**src/rtl/alu_arbiter_pkg.sv**
```systemverilog
// alu_arbiter_pkg: opcodes, FSM states and ripple-carry helper shared by the arbiter and its ALU
package alu_arbiter_pkg;
  localparam logic [2:0] OP_ADDC  = 3'b000;
  localparam logic [2:0] OP_ADDZ  = 3'b001;
  localparam logic [2:0] OP_ORXOR = 3'b010;
  localparam logic [2:0] OP_ANY   = 3'b011;
  localparam logic [2:0] OP_ALL   = 3'b100;
  localparam logic [2:0] OP_SHL   = 3'b101;
  localparam logic [2:0] OP_MUL   = 3'b110;
  localparam logic [2:0] OP_HOLD  = 3'b111;
  typedef enum logic [1:0] {S_IDLE, S_EXEC, S_RESP} state_e;
  function automatic logic [4:0] ripple_add4(input logic [3:0] a, input logic [3:0] b);
    logic [4:0] c;
    logic [3:0] s;
    c[0] = 1'b0;
    for (int i = 0; i < 4; i++) begin
      s[i]   = a[i] ^ b[i] ^ c[i];
      c[i+1] = (a[i] & b[i]) | (c[i] & (a[i] ^ b[i]));
    end
    return {c[4], s};
  endfunction
endpackage

```
**src/rtl/alu_arbiter_alu8_core.sv**
```systemverilog
// alu8_core: combinational 8-bit-result ALU
//   op  : opcode, a : operand A, b : operand B (acc[3:0]), acc : accumulator (hold)
//   f   : result
module alu8_core
  import alu_arbiter_pkg::*;
(
  input  logic [2:0] op,
  input  logic [3:0] a,
  input  logic [3:0] b,
  input  logic [7:0] acc,
  output logic [7:0] f
);
  logic [4:0] w_sum;
  logic [7:0] w_a8;
  logic [7:0] w_b8;
  assign w_sum = ripple_add4(a, b);
  assign w_a8  = {4'b0, a};
  assign w_b8  = {4'b0, b};
  // a shift by 8..15 of an 8-bit value naturally yields zero
  assign f = (op == OP_ADDC)  ? {3'b0, w_sum} :
             (op == OP_ADDZ)  ? w_a8 + w_b8 :
             (op == OP_ORXOR) ? {a | b, a ^ b} :
             (op == OP_ANY)   ? (((a | b) != 4'h0) ? 8'h18 : 8'h00) :
             (op == OP_ALL)   ? (((a & b) == 4'hF) ? 8'hE7 : 8'h00) :
             (op == OP_SHL)   ? w_a8 << b :
             (op == OP_MUL)   ? w_a8 * w_b8 :
                                acc;
endmodule

```
**src/rtl/alu_arbiter.sv**
```systemverilog
// alu_arbiter: two-requester round-robin front end to a shared accumulator ALU
//   clk, resetn (sync, active-low)
//   req0/op0/a0, req1/op1/a1 : requests with opcode and operand A
//   gnt0/gnt1 : one-hot grant over EXEC..RESP; done0/done1 : one-cycle completion
//   result : accumulator when done is high; acc : live accumulator; busy : EXEC or RESP
module alu_arbiter
  import alu_arbiter_pkg::*;
(
  input  logic       clk,
  input  logic       resetn,
  input  logic       req0,
  input  logic [2:0] op0,
  input  logic [3:0] a0,
  input  logic       req1,
  input  logic [2:0] op1,
  input  logic [3:0] a1,
  output logic       gnt0,
  output logic       gnt1,
  output logic       done0,
  output logic       done1,
  output logic [7:0] result,
  output logic [7:0] acc,
  output logic       busy
);
  state_e     r_state;
  state_e     w_next;
  logic [2:0] r_op_q;
  logic [3:0] r_a_q;
  logic [7:0] r_acc;
  logic       r_gnt0;
  logic       r_gnt1;
  logic       r_last;
  logic       w_win1;
  logic       w_start;
  logic [7:0] w_f;
  alu8_core u_alu (
    .op  (r_op_q),
    .a   (r_a_q),
    .b   (r_acc[3:0]),
    .acc (r_acc),
    .f   (w_f)
  );
  always_ff @(posedge clk)
    r_state <= !resetn ? S_IDLE : w_next;
  // r_last names the side granted most recently; a tie goes to the other side
  always_comb begin
    w_start = (r_state == S_IDLE) && (req0 || req1);
    w_win1  = req1 && (!req0 || !r_last);
    w_next  = (r_state == S_IDLE) ? (w_start ? S_EXEC : S_IDLE) :
              (r_state == S_EXEC) ? S_RESP : S_IDLE;
  end
  always_ff @(posedge clk) begin
    if (!resetn) begin
      r_op_q <= 3'b0;
      r_a_q  <= 4'b0;
      r_acc  <= 8'h00;
      r_gnt0 <= 1'b0;
      r_gnt1 <= 1'b0;
      r_last <= 1'b1;
    end else begin
      if (w_start) begin
        r_op_q <= w_win1 ? op1 : op0;
        r_a_q  <= w_win1 ? a1 : a0;
        r_gnt0 <= !w_win1;
        r_gnt1 <= w_win1;
        r_last <= w_win1;
      end
      if (r_state == S_EXEC) r_acc <= w_f;
      if (r_state == S_RESP) begin
        r_gnt0 <= 1'b0;
        r_gnt1 <= 1'b0;
      end
    end
  end
  assign gnt0   = r_gnt0;
  assign gnt1   = r_gnt1;
  assign done0  = (r_state == S_RESP) && r_gnt0;
  assign done1  = (r_state == S_RESP) && r_gnt1;
  assign result = r_acc;
  assign acc    = r_acc;
  assign busy   = (r_state != S_IDLE);
endmodule

```
**config.mk**
```make
export PLATFORM = sky130hd
export DESIGN_NAME = alu_arbiter
export DESIGN_NICKNAME = d
export VERILOG_FILES = /design/src/rtl/alu_arbiter_pkg.sv /design/src/rtl/alu_arbiter_alu8_core.sv /design/src/rtl/alu_arbiter.sv
export SDC_FILE = /design/constraint.sdc
export NUM_CORES = 1
export LEC_CHECK = 0
export BUFFER_PORTS_ARGS = -buffer_cell sky130_fd_sc_hd__clkbuf_2
export CAP_MARGIN = 20
export CORE_MARGIN = 4
export CORE_UTILIZATION = 45
export DETAILED_ROUTE_END_ITERATION = 7
export PLACE_DENSITY = 0.71
export SYNTH_ARGS = -nofsm -noshare
export SYNTH_HDL_FRONTEND = slang
export SYNTH_SLANG_ARGS = --single-unit
```
**constraint.sdc**
```tcl
create_clock -name clk -period 6.05 [get_ports clk]
set_input_delay 0.9075 -clock clk [delete_from_list [all_inputs] [get_ports clk]]
set_output_delay 0.9075 -clock clk [all_outputs]
set_load 0.005 [all_outputs]
```
; Yosys cells after proc, flatten, opt, wreduce, memory -nomap -nowiden
; Index checks and enable logic that the tools add are counted.
[op_classes]
n_addsub = 1
mul = 1
n_eq_ne = 9
n_shift = 1
n_mux = 14
bitwise_logic = 21
reduce_logical = 16
[ops]
columns = operator, n
row1 = $mux W8, 8
row2 = $eq A3 B3 Y1 const B, 3
row3 = $mul A4 B4 Y8, 1
row4 = $shl A4 B4 Y8, 1
row5 = $and A1 B1 Y1, 7
row6 = $reduce_bool A7 Y1, 1
row7 = $xor A1 B1 Y1, 7
row8 = $eq A3 B2 Y1 const B, 2
row9 = $add A4 B4 Y5, 1
row10 = $mux W5, 1
row11 = $and A4 B4 Y4, 1
row12 = $eq A4 B4 Y1 const B, 1
row13 = $logic_and A1 B1 Y1, 4
row14 = $mux W2, 2
row15 = $mux W4, 1
row16 = $or A4 B4 Y4, 1
row17 = $reduce_bool A4 Y1, 1
row18 = $xor A4 B4 Y4, 1
row19 = $eq A3 B1 Y1 const B, 1
row20 = $logic_not A1 Y1, 3
row21 = $logic_not A3 Y1, 1
row22 = $mux W3, 1
row23 = $or A1 B1 Y1, 3
row24 = $eq A2 B1 Y1 const B, 1
row25 = 8 further kinds, 9
[word_totals]
register_bits = 20
in_bits = 18
output_inout_bits = 21
elab_cells = 70

; Logic depth before layout (Yosys ltp)
; Gate-level depths: netlist of run 1.
[logic_depth]
word_depth = 8
ltp_mapped = 12
depth_no_buf = 12

; By module
; A second synthesis of run 1 with hierarchy kept.
[unflattened]
hier_cells = 291
hier_area_um2 = 2213.4
[modules_own_cells]
columns = module, n_inst, cells_each, area_per_inst_um2, seq_area_each_um2
row1 = alu8_core, 1, 184, 1300.0, 0.0
row2 = alu_arbiter, 1, 107, 913.4, 400.4

; Worst setup path after synthesis of run 1
; OpenSTA, ideal clock, no wires.
[synth_timing]
kind = reg-to-reg
start = register r_acc[3] (netlist: acc[3])
end = register r_acc[3] (netlist: acc[3])
setup_ns = 0.079
arrival_ns = 2.970
t_required_ns = 5.971
path_slack_ns = 3.001
path_stages_with_launch = 11
n_path_buf = 0
synth_period_minus_slack_ns = 3.049
path_cell_list = dfxtp_1 > nand2_1 > fa_1 > inv_1 > fa_1 > inv_1 > fa_1 > o41ai_1 > o211ai_1 > a211o_1 > o211ai_1
[synth_via]
elab_chain_len = 8
elab_cells_between_ends = 16
classes_between = add/sub (1) / mul (1) / shift (1) / mux (8) / bitwise (4) / reduce/logical (1)
[synth_lines]
columns = item, line_no
row1 = from (decl), alu_arbiter.sv:29  ; logic [7:0] r_acc;
row2 = from (signal assigned), alu_arbiter.sv:68  ; if (r_state == S_EXEC) r_acc <= w_f;
row3 = $mul A4 B4 Y8, alu_arbiter_alu8_core.sv:26  ; (op == OP_MUL) ? w_a8 * w_b8 :
row4 = $mux W8, alu_arbiter_alu8_core.sv:26
row5 = $mux W8, alu_arbiter_alu8_core.sv:25  ; (op == OP_SHL) ? w_a8 << b :
row6 = $mux W8, alu_arbiter_alu8_core.sv:24  ; (op == OP_ALL) ? (((a & b) == 4'hF) ? 8'hE7 : 8'h00) :
row7 = $mux W8, alu_arbiter_alu8_core.sv:23  ; (op == OP_ANY) ? (((a | b) != 4'h0) ? 8'h18 : 8'h00) :
row8 = $mux W8, alu_arbiter_alu8_core.sv:22  ; (op == OP_ORXOR) ? {a | b, a ^ b} :
row9 = $mux W8, alu_arbiter_alu8_core.sv:21  ; (op == OP_ADDZ) ? w_a8 + w_b8 :
row10 = $mux W8 (*), alu_arbiter_alu8_core.sv:20  ; assign f = (op == OP_ADDC) ? {3'b0, w_sum} :
; Every way passes the cells marked *; elsewhere a longest branch is shown, timed or not. The select of a mux whose other input is x is not followed.
; A chain may end at the register's enable or synchronous reset.

; Worst setup path after layout of run 1
[layout_timing]
start = register r_acc[1] (netlist: acc[1])
end = register r_acc[3] (netlist: acc[3])
; The elaborated chain is that of the path after synthesis.

==> flow_metrics.env, run 1 <==
export IMPL_grt_pass1_vias=1791
export IMPL_ys_seq_area_frac=0.200
export IMPL_syn_inst=251
export IMPL_critPathLaunchType="flop"
export IMPL_filler_cell_count=433
export IMPL_grtUsageTotal=0.201
export IMPL_hold_violations=0
export IMPL_synth_edf_count=0
export IMPL_hold_path_class="reg -> reg"
export IMPL_fin_nets=322
export IMPL_grt_pass1_wl_um=8710
export IMPL_max_freq_mhz=304
export IMPL_io_pins=39
export IMPL_finalCriticalPeriod_ps=3290
export IMPL_p_leak_uw=0.00101
export IMPL_dpl_hpwl_um=4320
export IMPL_cts_buffers=3
export IMPL_grt_overflow=0
export IMPL_status="complete, no violations"
export IMPL_dieWidth_um=74.7
export IMPL_htree_num_levels=1
export IMPL_ir_worst_vdd_uv=150
export IMPL_tritoncts="yes"
export IMPL_fin_skew_ps=3.88
export IMPL_path_clk_slew_ps=80
export IMPL_cts_buffer_depth=2
export IMPL_num_rows=24
export IMPL_setup_tns_ps=0
export IMPL_relSlewSlack=0.417
export IMPL_synth_flop_cell="dfxtp_1"
export IMPL_criticalPathCategory="reg -> reg"
export IMPL_finalCritPeriodShare=0.544
export IMPL_cp_end_kind="flop"
export IMPL_crit_fanout=13
export IMPL_area_growth_pct=9.68
export IMPL_wl_um=5380
export IMPL_viasPerCell=6.04
export IMPL_worstPathArrival_ps=3490
export IMPL_crit_required_ps=6240
export IMPL_avgSynthCellArea_um2=7.99
export IMPL_start_util=0.464
export IMPL_grt_start_max_net_pins=27
export IMPL_post_cts_resized=0
export IMPL_drt_iter0_drc=172
export IMPL_synth_warnings=0
export IMPL_drv_slew=0
export IMPL_die_area_mm2=0.00559
export IMPL_layout_common_cells="clkbuf_2 (38), nor2_1 (28), a21oi_1 (21), ha_1 (21)"
export IMPL_first_pass_iters=5
export IMPL_vias=1976
export IMPL_async_reset_ff_frac=0
export IMPL_post_cts_buffers=0
export IMPL_power_uw=425
export IMPL_layout_commonest_cell="clkbuf_2"
export IMPL_antenna_cells=0
export IMPL_p_per_area_mw_per_mm2=193
export IMPL_dieHeight_um=74.7
export IMPL_synth_seq_cells=20
export IMPL_setup_viol=0
export IMPL_globalplace_congestion=0.989
export IMPL_cts_hold_buf=0
export IMPL_rsz0062_at_grt="no"
export IMPL_clk_latency_ps=260
export IMPL_route_detailed_drc=0
export IMPL_clkSinkCount=20
export IMPL_ant_nets=0
export IMPL_syn_area_mm2=0.00200
export IMPL_drv_cap=0
export IMPL_ys_types=52
export IMPL_syn_nets=297
export IMPL_cts_root_buf="clkbuf_8"
export IMPL_worst_slew_pin_slew_ps=873
export IMPL_port_buffers=38
export IMPL_post_drt_wl_per_cell_um=16.4
export IMPL_core_mm2=0.00432
export IMPL_antenna_found_initial=0
export IMPL_drive_gt1_frac=0.185
==> stage by stage <==
stage               instance area, µm²  utilization  hold slack [ps]  worst slack [ps]  cells
finish                            2200        0.508              522              2760    327
detailed placement                2130        0.492              510              2750    323
floorplan                         2000            -              483              3000    251
global placement                  2130        0.492              495              2870    323
global route                      2200        0.508              554              2530    327
CTS                               2200        0.508              530              2750    327
==> cells in the mapped netlist, drive strengths merged (2+ instances only) <==
library cell | n | share of area
nor2 | 28 | 0.052
a21oi | 24 | 0.066
inv | 23 | 0.043
ha | 21 | 0.13
dfxtp | 20 | 0.20
nand2 | 18 | 0.034
buf | 17 | 0.064
o21ai | 10 | 0.025
a222oi | 7 | 0.035
a31oi | 7 | 0.022
fa | 7 | 0.070
nand3 | 7 | 0.017
nor3 | 6 | 0.015
mux2i | 5 | 0.025
nor2b | 5 | 0.016
a211o | 3 | 0.013
and2 | 3 | 0.0094
nor3b | 3 | 0.014
o211ai | 3 | 0.011
o31ai | 3 | 0.011
a211oi | 2 | 0.0075
a21o | 2 | 0.0075
a221oi | 2 | 0.012
a32o | 2 | 0.010
o21a | 2 | 0.0075
o41ai | 2 | 0.0087
==> registers in the layout, summed over array words and instances (netlist names) <==
signal,flops
acc,8
r_a_q,4
r_op_q,3
r_state,2
gnt0,1
gnt1,1
r_last,1
==> routing by layer <==
layer	GRT usage	vias to the layer above	routed length (µm)
li1	-	955	-
met1	0.270	909	2340
met2	0.329	94	2460
met3	0.0347	18	396
met4	0.0632	0	182
met5	0	-	0
==> logic make-up (layout without fill, tap and decap cells) <==
kind of cell             after synthesis  count (layout)  synth area share
AO/OA/AOI/OAI                         78              78             0.273
AND/OR/NAND/NOR                       75              75             0.174
buffers and inverters                 42              66             0.111
adder cells (fa/ha/maj)               28              28             0.201
flip-flops                            20              20             0.200
multiplexers                           6               6            0.0325
XOR/XNOR                               2               2           0.00874
==> critical path, stage by stage, from the launching register on <==
cell      delay, ps
dfxtp_1         620
nand2_1         160
fa_1            510
inv_1            50
fa_1            520
inv_1            60
fa_1            490
o41ai_1         330
o211ai_1        140
a211o_1         270
o211ai_1         70
==> worst paths after layout <==
path / end / cells past startpoint / slack (ps) / startpoint
hold reg to reg: gnt0$_SDFFE_PP0P_ / 2 / 520 / gnt0$_SDFFE_PP0P_
setup / recovery: acc[3]$_SDFFE_PN0P_ / 10 / 2760 / acc[1]$_SDFFE_PN0P_
setup reg to reg: acc[3]$_SDFFE_PN0P_ / 10 / 2760 / acc[1]$_SDFFE_PN0P_
hold / removal: gnt0$_SDFFE_PP0P_ / 2 / 520 / gnt0$_SDFFE_PP0P_
==> power by group <==
group / switching [µW] / internal, µW
clock network: 48.4 / 88.4
logic: 71.3 / 50.2
registers: 25.0 / 142
total: 145 / 280
==> area by class of cell <==
type                       instances  area, µm²  share of cell area
timing repair buffer              38        190              0.0865
clock inverter                     1       30.0              0.0137
tap                               52       65.1              0.0296
multi-input combinational        189       1380               0.628
sequential                        20        400               0.182
inverter                          24       90.1              0.0410
clock buffer                       3       41.3              0.0188
Power figures use the tool's default switching activity.
==> run 2: changes to the inputs <==
- PLACE_DENSITY: 0.71 -> 0.74
- clock period: 6.05 -> 2.91 ns (I/O delays scaled with it)
==> run 2 against run 1 <==
Compared with the run above:
- flip-flop and latch count unchanged
- count of clock-buffer cells in the layout is the same
- clock skew about the same
- hold slack worse by 110 ps
- largest power group unchanged
==> flow_metrics.env, run 2 (synthesis results as in run 1) <==
export IMPL_status="complete, no violations"
export IMPL_crit_fanout=2
export IMPL_antenna_found_initial=0
export IMPL_drv_slew=0
export IMPL_dieWidth_um=74.7
export IMPL_criticalPathCategory="reg -> reg"
export IMPL_grt_start_max_net_pins=22
export IMPL_cpPeakStageDelay_ps=540
export IMPL_p_leak_uw=0.00112
export IMPL_grtUsageTotal=0.226
export IMPL_critPathSlowestCell="fa_1"
export IMPL_route_detailed_drc=0
export IMPL_fin_nets=342
export IMPL_finalCritPeriodShare=0.995
export IMPL_start_util=0.464
export IMPL_crit_required_ps=3100
export IMPL_cts_hold_buf=0
export IMPL_fin_skew_ps=3.81
export IMPL_cts_root_buf="clkbuf_8"
export IMPL_worst_slew_pin_slew_ps=753
export IMPL_max_freq_mhz=345
export IMPL_critPathLaunchType="flop"
export IMPL_setup_viol=0
export IMPL_first_pass_iters=5
export IMPL_viasPerCell=5.90
export IMPL_layout_commonest_cell="clkbuf_2"
export IMPL_hold_path_class="in -> reg"
export IMPL_layout_common_cells="clkbuf_2 (38), nor2_1 (27), a21oi_1 (20), buf_4 (20), inv_1 (18)"
export IMPL_dpl_hpwl_um=4810
export IMPL_finalCriticalPeriod_ps=2900
export IMPL_clk_latency_ps=260
export IMPL_drive_gt1_frac=0.305
export IMPL_vias=2049
export IMPL_die_area_mm2=0.00559
export IMPL_cp_end_kind="flop"
export IMPL_ir_worst_vdd_uv=303
export IMPL_wl_um=6110
export IMPL_grt_pass1_vias=1944
export IMPL_cp_cell_sequence="nand2_2 -> fa_1 -> inv_1 -> fa_1 -> inv_2 -> fa_2 -> o41ai_2 -> o211ai_1 -> a211o_1 -> o211ai_1"
export IMPL_drv_cap=0
export IMPL_wl_met3_um=404
export IMPL_cts_buffer_depth=2
export IMPL_top_layer_used="met4"
export IMPL_port_buffers=38
export IMPL_worst_path_buf_inv=2
export IMPL_tritoncts="yes"
export IMPL_rsz0062_at_grt="yes"
export IMPL_hold_violations=0
export IMPL_largest_reg_flops=8
export IMPL_wl_met2_um=2860
export IMPL_grt_overflow=0
export IMPL_worstPathArrival_ps=3080
export IMPL_dp_cells=342
export IMPL_drt_met1_wl_um=2590
export IMPL_htree_num_levels=1
export IMPL_clkSinkCount=20
export IMPL_dieHeight_um=74.7
export IMPL_antenna_cells=0
export IMPL_path_delay_family="adder cells"
export IMPL_path_clk_slew_ps=80
export IMPL_relSlewSlack=0.497
export IMPL_io_pins=39
export IMPL_grt_pass1_wl_um=9550
export IMPL_num_rows=24
export IMPL_setup_tns_ps=0
export IMPL_drt_iter0_drc=137
export IMPL_p_per_area_mw_per_mm2=385
export IMPL_post_drt_wl_per_cell_um=17.6
export IMPL_globalplace_congestion=0.953
export IMPL_cts_buffers=3
export IMPL_ant_nets=0
export IMPL_core_mm2=0.00432
export IMPL_instances_no_fill=347
export IMPL_area_growth_pct=20.7
-- run 2: cell types whose count changed in the layout (fill, tap and decap cells not counted), sizes merged --
cell and delta:
buf +20
-- run 2: final timing paths --
check / from / end / slack (ps) / depth (start not counted)
worst max-delay path: acc[3]$_SDFFE_PN0P_ / acc[3]$_SDFFE_PN0P_ / 10 / 10
worst min-delay path: op0[0] / r_op_q[0]$_SDFFE_PN0P_ / 410 / 3
worst max register to register: acc[3]$_SDFFE_PN0P_ / acc[3]$_SDFFE_PN0P_ / 10 / 10
worst min register to register: gnt0$_SDFFE_PP0P_ / gnt0$_SDFFE_PP0P_ / 530 / 2
-- run 2: area by class of cell --
class | count | area [µm²]
Clock buffer | 3 | 41.3
Clock inverter | 1 | 30.0
Fill cell | 406 | 1910
Inverter | 24 | 90.1
Multi-Input combinational cell | 189 | 1440
Sequential cell | 20 | 409
Tap cell | 52 | 65.1
Timing Repair Buffer | 58 | 340
-- run 2: what timing repair did --
action | 4_1_cts | 5_1_grt
buffers inserted | 0 | 1
setup endpoints to repair | 2 | 4
gates resized for setup | 2 | 16
pin swaps | 0 | 6
-- run 2: where the power goes --
part | internal (µW) | switching [µW] | total (µW)
logic | 135 | 181 | 317
clock network | 184 | 102 | 285
registers | 296 | 34.1 | 330
total | 615 | 317 | 932
-- run 2: tightest hold or removal path, stage by stage --
cell and delay (ps):
clkbuf_2 80, a222oi_1 50, nor2_1 80
-- run 2: metrics by stage --
stage	power [µW]	util	setup WS (ps)	hold slack (ps)	area, µm²
finish	932	0.559	13.9	411	2420
global route	977	0.559	-54.9	417	2420
CTS	924	0.544	21.2	407	2350
detailed placement	637	0.526	-45.8	515	2270
global placement	637	0.526	40.4	490	2270
floorplan	535	-	18.1	483	2010
-- run 2: layer usage --
| layer | global-route usage | vias up |
|---|---|---|
| li1 | - | 988 |
| met1 | 0.290 | 935 |
| met2 | 0.359 | 106 |
| met3 | 0.0387 | 20 |
| met4 | 0.125 | 0 |
| met5 | 0 | - |
==> run 3: changes to the inputs <==
- PLACE_DENSITY: 0.74 -> unset
- PLACE_DENSITY_LB_ADDON: unset -> 0.05
- clock period: 2.91 -> 2.4 ns (I/O delays scaled with it)
==> run 3 against run 2 <==
Compared with the run above:
- core utilization rose by 5.3 points
- fmax rose by 3.5%
- highest routed layer unchanged
- hold slack got worse by 83 ps
- non-clock buffer count rose by 22
- critical endpoint unchanged
- count of clock-buffer cells in the layout rose by 1
- combinational power rose by 34%
- register-to-register slack got worse by 410 ps
- global-route usage rose by 2.0 points
- critical path depth did not move
- the run now ends with negative setup slack left
- via count rose by 4.7%
- sequential share of layout area fell by 1.3 points
- cell count rose by 6.3%
==> flow_metrics.env, run 3 (synthesis results as in run 1) <==
export IMPL_finalCritPeriodShare=1.17
export IMPL_post_drt_wl_per_cell_um=17.6
export IMPL_area_growth_pct=32.1
export IMPL_io_pins=39
export IMPL_grtUsageTotal=0.246
export IMPL_critPathLaunchType="flop"
export IMPL_fin_skew_ps=3.63
export IMPL_drv_cap=0
export IMPL_dpl_hpwl_um=5100
export IMPL_p_leak_uw=0.00124
export IMPL_cts_buffer_depth=2
export IMPL_path_clk_slew_ps=80
export IMPL_status="finished, violations left"
export IMPL_grt_busiest_layer="met2"
export IMPL_viasPerCell=5.82
export IMPL_first_pass_iters=4
export IMPL_ant_nets=0
export IMPL_globalplace_congestion=0.928
export IMPL_cp_end_kind="flop"
export IMPL_r2r_setup_slack_ps=-400
export IMPL_drv_slew=0
export IMPL_cts_root_buf="clkbuf_8"
export IMPL_grt_start_max_net_pins=15
export IMPL_gr_usage_met1=0.322
export IMPL_die_area_mm2=0.00559
export IMPL_core_mm2=0.00432
export IMPL_dieHeight_um=74.7
export IMPL_violations="negative setup slack"
export IMPL_grtUsageMet2=0.405
export IMPL_fin_nets=364
export IMPL_r2r_end="acc[3]$_SDFFE_PN0P_"
export IMPL_grt_pass1_wl_um=10200
export IMPL_largest_reg_flops=8
export IMPL_htree_num_levels=1
export IMPL_hold_path_cell_count=3
export IMPL_grt_overflow=0
export IMPL_reg2reg_from="acc[3]$_SDFFE_PN0P_"
export IMPL_r2r_cells=10
export IMPL_hold_path_class="in -> reg"
export IMPL_ir_worst_vdd_uv=273
export IMPL_cts_hold_buf=0
export IMPL_dieWidth_um=74.7
export IMPL_clk_latency_ps=270
export IMPL_crit_required_ps=2590
export IMPL_route_detailed_drc=0
export IMPL_wl_um=6480
export IMPL_num_rows=24
export IMPL_rsz0062_at_grt="yes"
export IMPL_setup_viol=5
export IMPL_antenna_cells=0
export IMPL_worst_slew_pin_slew_ps=757
export IMPL_vias=2146
export IMPL_hold_end="r_op_q[1]$_SDFFE_PN0P_"
export IMPL_layout_common_cells="buf_4 (42), clkbuf_2 (38), nor2_1 (27), a21oi_1 (19)"
export IMPL_port_buffers=38
export IMPL_p_per_area_mw_per_mm2=428
export IMPL_max_freq_mhz=357
export IMPL_crit_fanout=3
export IMPL_cp_cell_sequence="nand2_2 -> fa_1 -> inv_1 -> fa_1 -> inv_1 -> fa_2 -> o41ai_2 -> o211ai_1 -> a211o_1 -> o211ai_1"
export IMPL_use_met3=0.0294
export IMPL_finalCriticalPeriod_ps=2800
export IMPL_postLayoutCoreUtil=0.612
export IMPL_start_util=0.464
export IMPL_critPathSlowestCell="fa_1"
export IMPL_tritoncts="yes"
export IMPL_criticalPathCategory="reg -> reg"
export IMPL_drt_iter0_drc=134
export IMPL_grt_pass1_vias=2023
export IMPL_drive_gt1_frac=0.385
export IMPL_cpPeakStageDelay_ps=520
export IMPL_layout_commonest_cell="buf_4"
export IMPL_fin_ws_ps=-399
export IMPL_antenna_found_initial=0
export IMPL_hold_violations=0
export IMPL_dp_slack_ps=-477
export IMPL_cts_buffers=3
export IMPL_clkSinkCount=20
export IMPL_relSlewSlack=0.492
export IMPL_hp_start="op0[1]"
export IMPL_power_uw=1130
export IMPL_worstPathArrival_ps=2980
[run 3: repair_timing]
item | in CTS | in global routing
pin swaps | 9 | 12
buffers inserted | 1 | 3
setup endpoints to repair | 6 | 6
resized for setup | 11 | 12
[run 3: report_power, final]
part | total [µW] | internal (µW) | switching, µW
logic | 424 | 189 | 236
registers | 397 | 359 | 37.9
clock network | 313 | 181 | 131
[run 3: per-layer routing]
layer / vias to the layer above / routed length [µm]
li1: 1036 / -
met1: 998 / 2670
met2: 87 / 3110
met3: 25 / 399
met4: 0 / 294
met5: - / 0
[run 3: worst max-delay path by stage]
| stage | from | end | cells past startpoint |
|---|---|---|---|
| detailed placement | acc[3]$_SDFFE_PN0P_ | acc[3]$_SDFFE_PN0P_ | 10 |
| global placement | acc[3]$_SDFFE_PN0P_ | acc[3]$_SDFFE_PN0P_ | 10 |
| floorplan | acc[1]$_SDFFE_PN0P_ | acc[3]$_SDFFE_PN0P_ | 11 |
| CTS | acc[3]$_SDFFE_PN0P_ | acc[3]$_SDFFE_PN0P_ | 10 |
| global route | r_a_q[0]$_SDFFE_PN0P_ | acc[3]$_SDFFE_PN0P_ | 10 |
| finish | acc[3]$_SDFFE_PN0P_ | acc[3]$_SDFFE_PN0P_ | 10 |
[run 3: cell type report]
type | count | area, µm²
inverter | 24 | 90.1
multi-input combinational | 189 | 1510
clock buffer | 4 | 66.3
timing repair buffer | 80 | 505
fill | 400 | 1680
tap | 52 | 65.1
sequential | 20 | 413
[run 3: through the flow]
| step | hold slack (ps) | setup TNS [ps] | std cells | area, µm² |
|---|---|---|---|---|
| 2_1_floorplan | 483 | -1140 | 251 | 2040 |
| 3_3_place_gp | 491 | -1640 | 361 | 2450 |
| 3_5_place_dp | 501 | -1790 | 361 | 2450 |
| 4_1_cts | 324 | -1610 | 366 | 2580 |
| 5_1_grt | 336 | -2410 | 369 | 2650 |
| 6_report | 329 | -1750 | 369 | 2650 |
[run 3: worst max-delay path: cells and delay by family, from the launching register on]
family,cells,cell delay [ps]
fa+ha+maj,3,1440
compound gates,4,700
buf+inv,2,140
simple gates,1,60
flops,1,370
